==> src/rtl/ifq_pkg.sv <==
// Shared types and constants for the instruction-fetch prefetch queue.
package ifq_pkg;

    localparam int unsigned INST_W = 32;
    localparam int unsigned PC_W   = 32;
    localparam logic [PC_W-1:0] PC_INC = 32'd4;

    typedef struct packed {
        logic [PC_W-1:0]   pc;
        logic [INST_W-1:0] inst;
    } ifq_entry_t;

    function automatic int unsigned clog2(input int unsigned n);
        int unsigned r;
        r = 0;
        while ((32'd1 << r) < n) r++;
        return r;
    endfunction

endpackage

==> src/rtl/ifq_fifo.sv <==
// DEPTH-entry synchronous FIFO of {pc, inst} entries with flush; head is
// the raw slot at the read pointer.
module ifq_fifo
    import ifq_pkg::*;
#(
    parameter int unsigned DEPTH = 4,
    localparam int unsigned PTR_W = clog2(DEPTH),
    localparam int unsigned CNT_W = PTR_W + 1
) (
    input  logic             clk,
    input  logic             rst,
    input  logic             flush,
    input  logic             push,
    input  ifq_entry_t       push_data,
    input  logic             pop,
    output ifq_entry_t       head,
    output logic [CNT_W-1:0] count,
    output logic             empty
);

    localparam logic [CNT_W-1:0] FULL_CNT = CNT_W'(DEPTH);

    ifq_entry_t       mem [DEPTH];
    logic [PTR_W-1:0] wr_ptr;
    logic [PTR_W-1:0] rd_ptr;
    logic             do_pop;
    logic             full;

    always_comb begin
        empty  = (count == '0);
        full   = (count == FULL_CNT);
        do_pop = pop && !empty;
        head   = mem[rd_ptr];
    end

    always_ff @(posedge clk) begin
        if (rst || flush) begin
            wr_ptr <= '0;
            rd_ptr <= '0;
            count  <= '0;
        end else begin
            if (push) wr_ptr <= wr_ptr + 1'b1;
            if (do_pop) rd_ptr <= rd_ptr + 1'b1;
            count <= count + CNT_W'(push) - CNT_W'(do_pop);
        end
    end

    always_ff @(posedge clk) begin
        if (!rst && !flush && push) mem[wr_ptr] <= push_data;
    end

    // Slot reservation upstream makes this unreachable in a correct system.
    a_no_overflow: assert property (@(posedge clk) disable iff (rst || flush)
                                    !(push && full && !do_pop));

endmodule

==> src/rtl/ifetch_queue.sv <==
// Instruction prefetch queue: sequential fetch, in-order response buffering,
// redirect flush with stale-response dropping. Optional IFQ_BYPASS_EN macro.
module ifetch_queue
    import ifq_pkg::*;
#(
    parameter int unsigned     DEPTH    = 4,
    parameter logic [PC_W-1:0] RESET_PC = 32'h0000_0000
) (
    input  logic              clk,
    input  logic              rst,
    input  logic              redirect,
    input  logic [PC_W-1:0]   redirect_pc,
    output logic              imem_req,
    output logic [PC_W-1:0]   imem_addr,
    input  logic              imem_gnt,
    input  logic              imem_rvalid,
    input  logic [INST_W-1:0] imem_rdata,
    output logic              inst_valid,
    output logic [INST_W-1:0] inst,
    output logic [PC_W-1:0]   inst_pc,
    input  logic              inst_ready
);

    localparam int unsigned CNT_W = clog2(DEPTH) + 1;
    localparam logic [CNT_W:0] DEPTH_V = (CNT_W + 1)'(DEPTH);

    logic [PC_W-1:0]  fetch_pc;
    logic [PC_W-1:0]  resp_pc;
    logic [PC_W-1:0]  redirect_base;
    logic [CNT_W-1:0] outstanding;
    logic [CNT_W-1:0] drop_cnt;
    logic [CNT_W-1:0] fifo_count;
    logic [CNT_W:0]   inflight;
    logic             fifo_empty;
    logic             accept;
    logic             live_resp;
    logic             bypass;
    logic             push;
    logic             pop;
    ifq_entry_t       push_data;
    ifq_entry_t       head;

    always_comb begin
        redirect_base = {redirect_pc[PC_W-1:2], 2'b00};
        inflight      = {1'b0, fifo_count} + {1'b0, outstanding};
        imem_req      = !rst && !redirect && (inflight < DEPTH_V);
        imem_addr     = fetch_pc;
        accept        = imem_req && imem_gnt;
        live_resp     = imem_rvalid && (drop_cnt == '0) && !redirect;
        push_data     = '{pc: resp_pc, inst: imem_rdata};
        pop           = !fifo_empty && inst_ready && !redirect;
`ifdef IFQ_BYPASS_EN
        bypass     = live_resp && fifo_empty && inst_ready;
        inst_valid = !fifo_empty || bypass;
        if (bypass) begin
            inst    = imem_rdata;
            inst_pc = resp_pc;
        end else if (!fifo_empty) begin
            inst    = head.inst;
            inst_pc = head.pc;
        end else begin
            inst    = '0;
            inst_pc = '0;
        end
`else
        bypass     = 1'b0;
        inst_valid = !fifo_empty;
        inst       = fifo_empty ? '0 : head.inst;
        inst_pc    = fifo_empty ? '0 : head.pc;
`endif
        push = live_resp && !bypass;
    end

    always_ff @(posedge clk) begin
        if (rst) begin
            fetch_pc    <= RESET_PC;
            resp_pc     <= RESET_PC;
            outstanding <= '0;
            drop_cnt    <= '0;
        end else begin
            outstanding <= outstanding + CNT_W'(accept) - CNT_W'(imem_rvalid);
            if (redirect) begin
                fetch_pc <= redirect_base;
                resp_pc  <= redirect_base;
                // outstanding counts stale responses too, so this equals
                // drop_cnt + live outstanding - rvalid.
                drop_cnt <= outstanding - CNT_W'(imem_rvalid);
            end else begin
                if (accept) fetch_pc <= fetch_pc + PC_INC;
                if (live_resp) resp_pc <= resp_pc + PC_INC;
                if (imem_rvalid && drop_cnt != '0) drop_cnt <= drop_cnt - 1'b1;
            end
        end
    end

    ifq_fifo #(.DEPTH(DEPTH)) u_fifo (
        .clk       (clk),
        .rst       (rst),
        .flush     (redirect),
        .push      (push),
        .push_data (push_data),
        .pop       (pop),
        .head      (head),
        .count     (fifo_count),
        .empty     (fifo_empty)
    );

endmodule

==> config.mk <==
export PLATFORM = sky130hd
export DESIGN_NAME = ifetch_queue
export DESIGN_NICKNAME = d
export VERILOG_FILES = /design/src/rtl/ifq_pkg.sv /design/src/rtl/ifq_fifo.sv /design/src/rtl/ifetch_queue.sv
export SDC_FILE = /design/constraint.sdc
export NUM_CORES = 1
export LEC_CHECK = 0
export CAP_MARGIN = 20
export CORE_MARGIN = 1
export CORE_UTILIZATION = 45
export DETAILED_ROUTE_END_ITERATION = 8
export GPL_ROUTABILITY_DRIVEN = 0
export PLACE_DENSITY_LB_ADDON = 0.25
export SKIP_LAST_GASP = 1
export SLEW_MARGIN = 20
export SYNTH_ARGS = -nofsm -noshare
export SYNTH_HDL_FRONTEND = slang
export SYNTH_SLANG_ARGS = --single-unit
export TNS_END_PERCENT = 5
==> constraint.sdc <==
create_clock -name clk -period 7 [get_ports clk]
set_input_delay 0.7 -clock clk [delete_from_list [all_inputs] [get_ports clk]]
set_output_delay 0.7 -clock clk [all_outputs]
set_load 0.02 [all_outputs]
==> results.toml <==
[power]
leakagePower_nw = 5.46
ir_drop_mv = 0.154
combPwrFrac_pct = 8.8
p_seq_share_pct = 50.1
p_int_mw = 3.38
pwr-share-clk_pct = 41.1
power_per_cell_area_mw_per_mm2 = 257
switchingPower_uw = 985
p_sw_share_pct = 22.5

[final_layout]
instances_no_fill = 1526
syn2layout_area_growth_pct = 22.1
final_area_mm2 = 0.0170
multi_input_area_mm2 = 0.00464
fillers = 2483
n_antenna_cell = 0
drive_gt1_share_pct = 13.0
seq_area_mm2 = 0.00895
nNetsFinal = 1193

[synth]
synth_area_mm2 = 0.0139
ys.flop_type = "edfxtp_1"
ys_ff_latch = 323
yosysSeqAreaShare_pct = 64.3
synth-async-reset-ratio_pct = 0
ys.warnings.count = 0
synth_edf_count = 248
ys_types = 69
synth.avg_cell_area_um2 = 14.6
syn_inst = 954

[timing]
fin_hold_ws_ns = 0.502
grt_setup_unrepaired = "false"
fmax_ghz = 0.253
worstMarginPinSlew_ns = 0.951
finalHoldViolCount = 0
fin_tns_setup_ns = 0
finalSetupViolations = 0
finalCritPeriodShare_pct = 56.6
slew_headroom_pct = 36.6
layout_min_cycle_time_ns = 3.96
finClkSkew_ns = 0.00966
final_max_slew_viol_count = 0

[drt]
ant_nets = 0
wl_um = 30700
wl_per_cell_um = 20.1
vias = 8833
routed_via_density = 5.79
drc = 0
first_pass_iters = 4
drtIter0Drc = 538

[worst_setup_path]
crit_path_end_kind = "primary output"
path_delay_family = "buffers and inverters"
path_max_fanout = 32
rr_worst_depth = 11
path_depth = 4
crit_chain = "buf_4 -> mux4_2 -> and2_1 -> clkdlybuf4s50_1"
critical_path_class = "reg2out"
crit_arrival_ns = 3.26
max_stage_delay_ns = 0.78
cp.required_ns = 6.30
slowest_stage = "dfxtp_4"
start_kind = "flop"
path_buf_inv = 2

[clock_network]
clock_path_buffers = 3
clk_pin_slew_ns = 0.06
cts_tree = "built"
cts_resized = 0
numCtsBuffers = 34
cts-root-buf = "clkbuf_16"
clkSinkCount = 323
cts.htree.levels = 2
insertion_delay_ns = 0.50
postCtsSetupBuffers = 0
hold_buffers = 0

[floorplan]
die_h_um = 178
start_util_pct = 45.6
dieArea_mm2 = 0.0316
pin_count = 168
coreArea_mm2 = 0.0305
dieWidth_um = 178
rows = 64

[hold_path]
holdCritPathClass = "reg2reg"
holdPathStages = 2

[grt]
grt_overflow = 0
grt_max_degree = 66
grt_pass1_vias = 8606
antenna_found_initial = 0
grt_first_pass_wirelength_um = 48000
track_usage_pct = 19.7

[place]
dp_hpwl_um = 19000
io_buffers = 161
place_inst = 1465
post_dp_cell_area_mm2 = 0.0159

[run]
drv_cap = 0

[run_status]
outcome = "completed"
==> cells in the mapped netlist, types with 9 or more instances <==
cell type	n	share of area (%)
and2_1	72	3.2
dfxtp_1	75	11
edfxtp_1	248	53
and4_1	11	0.69
nand4_1	27	1.2
o21a_1	12	0.65
o31a_1	21	1.3
ha_1	16	1.4
nor4_1	22	0.99
nand2_1	42	1.1
a211oi_1	13	0.70
nand3_1	23	0.83
nor3_1	16	0.58
a31oi_1	13	0.58
nor2_1	36	0.97
inv_1	22	0.59
clkbuf_1	44	1.2
buf_2	9	0.32
a21oi_1	13	0.47
xnor2_1	16	1.0
mux4_2	62	10
and3_1	10	0.45
or4_1	14	0.75
==> metrics by stage <==
stage,setup WS (ns),util [%],total power [mW]
2_1_floorplan,3.72,-,2.43
6_report,3.04,55.7,4.37
5_1_grt,2.78,55.7,4.53
3_5_place_dp,3.07,52.1,2.61
3_3_place_gp,3.14,52.1,2.61
4_1_cts,2.91,55.7,4.41
==> worst paths after layout <==
check                         from               end  slack, ns
hold / removal    u_fifo.wr_ptr[1]  u_fifo.wr_ptr[1]       0.50
setup reg to reg    outstanding[2]    outstanding[2]       4.01
hold reg to reg   u_fifo.wr_ptr[1]  u_fifo.wr_ptr[1]       0.50
setup / recovery              flop          inst[28]       3.04
==> power groups by stage <==
stage | clock (mW) | sequential [mW] | combinational (mW)
detailed placement | 0 | 2.23 | 0.384
global placement | 0 | 2.23 | 0.380
finish | 1.80 | 2.19 | 0.383
global route | 1.91 | 2.20 | 0.418
CTS | 1.83 | 2.19 | 0.386
floorplan | 0 | 2.22 | 0.214
==> cell usage in the layout (no fill, tap or decap), drive strengths merged, types with 10 or more instances in the layout <==
cell type | Yosys | final
ha | 16 | 16
a211oi | 13 | 13
nand3 | 23 | 23
a31oi | 13 | 13
clkdlybuf4s50 | 0 | 160
and2 | 72 | 72
buf | 16 | 13
a21oi | 13 | 13
o31a | 21 | 21
mux4 | 62 | 62
o21a | 12 | 12
nand2 | 42 | 42
or4 | 14 | 14
nand4 | 28 | 28
nor4 | 22 | 22
edfxtp | 248 | 248
dfxtp | 75 | 75
nor2 | 36 | 36
clkbuf | 45 | 45
xnor2 | 16 | 16
and3 | 10 | 10
and4 | 12 | 12
clkinv | 1 | 12
nor3 | 17 | 17
inv | 23 | 23
==> cell families (layout without fill, tap and decap cells) <==
| kind of cell | Yosys count | in the layout | share of synthesized area (%) |
|---|---|---|---|
| DFF | 323 | 323 | 64.3 |
| muxes | 63 | 63 | 10.1 |
| other | 1 | 4 | 0.0269 |
| adders and majority gates | 18 | 18 | 1.73 |
| xor gates and xnor gates | 20 | 20 | 1.26 |
| AOI/OAI and AO/OA | 134 | 134 | 7.30 |
| and+or+nand+nor | 310 | 310 | 12.8 |
| buffers and inverters | 85 | 258 | 2.49 |
==> layout make-up <==
| type | instances | area share, % |
|---|---|---|
| clock inverters | 16 | 0.920 |
| repair buffers | 173 | 9.98 |
| flip-flops and latches | 323 | 52.7 |
| inverters | 24 | 0.530 |
| well taps | 396 | 2.91 |
| clock buffers | 45 | 5.68 |
| multi-input cells | 549 | 27.3 |
==> registers in the layout, summed over array words and instances, names as in the netlist, named ones only <==
name and count:
resp_pc 30, imem_addr 30, outstanding 3, u_fifo.rd_ptr 2, u_fifo.count 3, u_fifo.mem 248
drop_cnt 3, u_fifo.wr_ptr 2
==> metal layers <==
metal | part of all wire, % | vias up | wire (µm) | track usage, %
met3 | 7.2 | 41 | 2220 | 3.47
met4 | 1.5 | 0 | 460 | 5.06
met1 | 46 | 4380 | 14100 | 28.4
met2 | 45 | 343 | 13900 | 30.8
li1 | - | 4069 | - | -
met5 | 0 | - | 0 | 0
==> worst min-delay path, stage by stage, from the launching register on <==
cell     delay (ns)
dfxtp_1        0.34
nand2_1        0.06
a21oi_1        0.05
(Power assumes the default switching activity.)
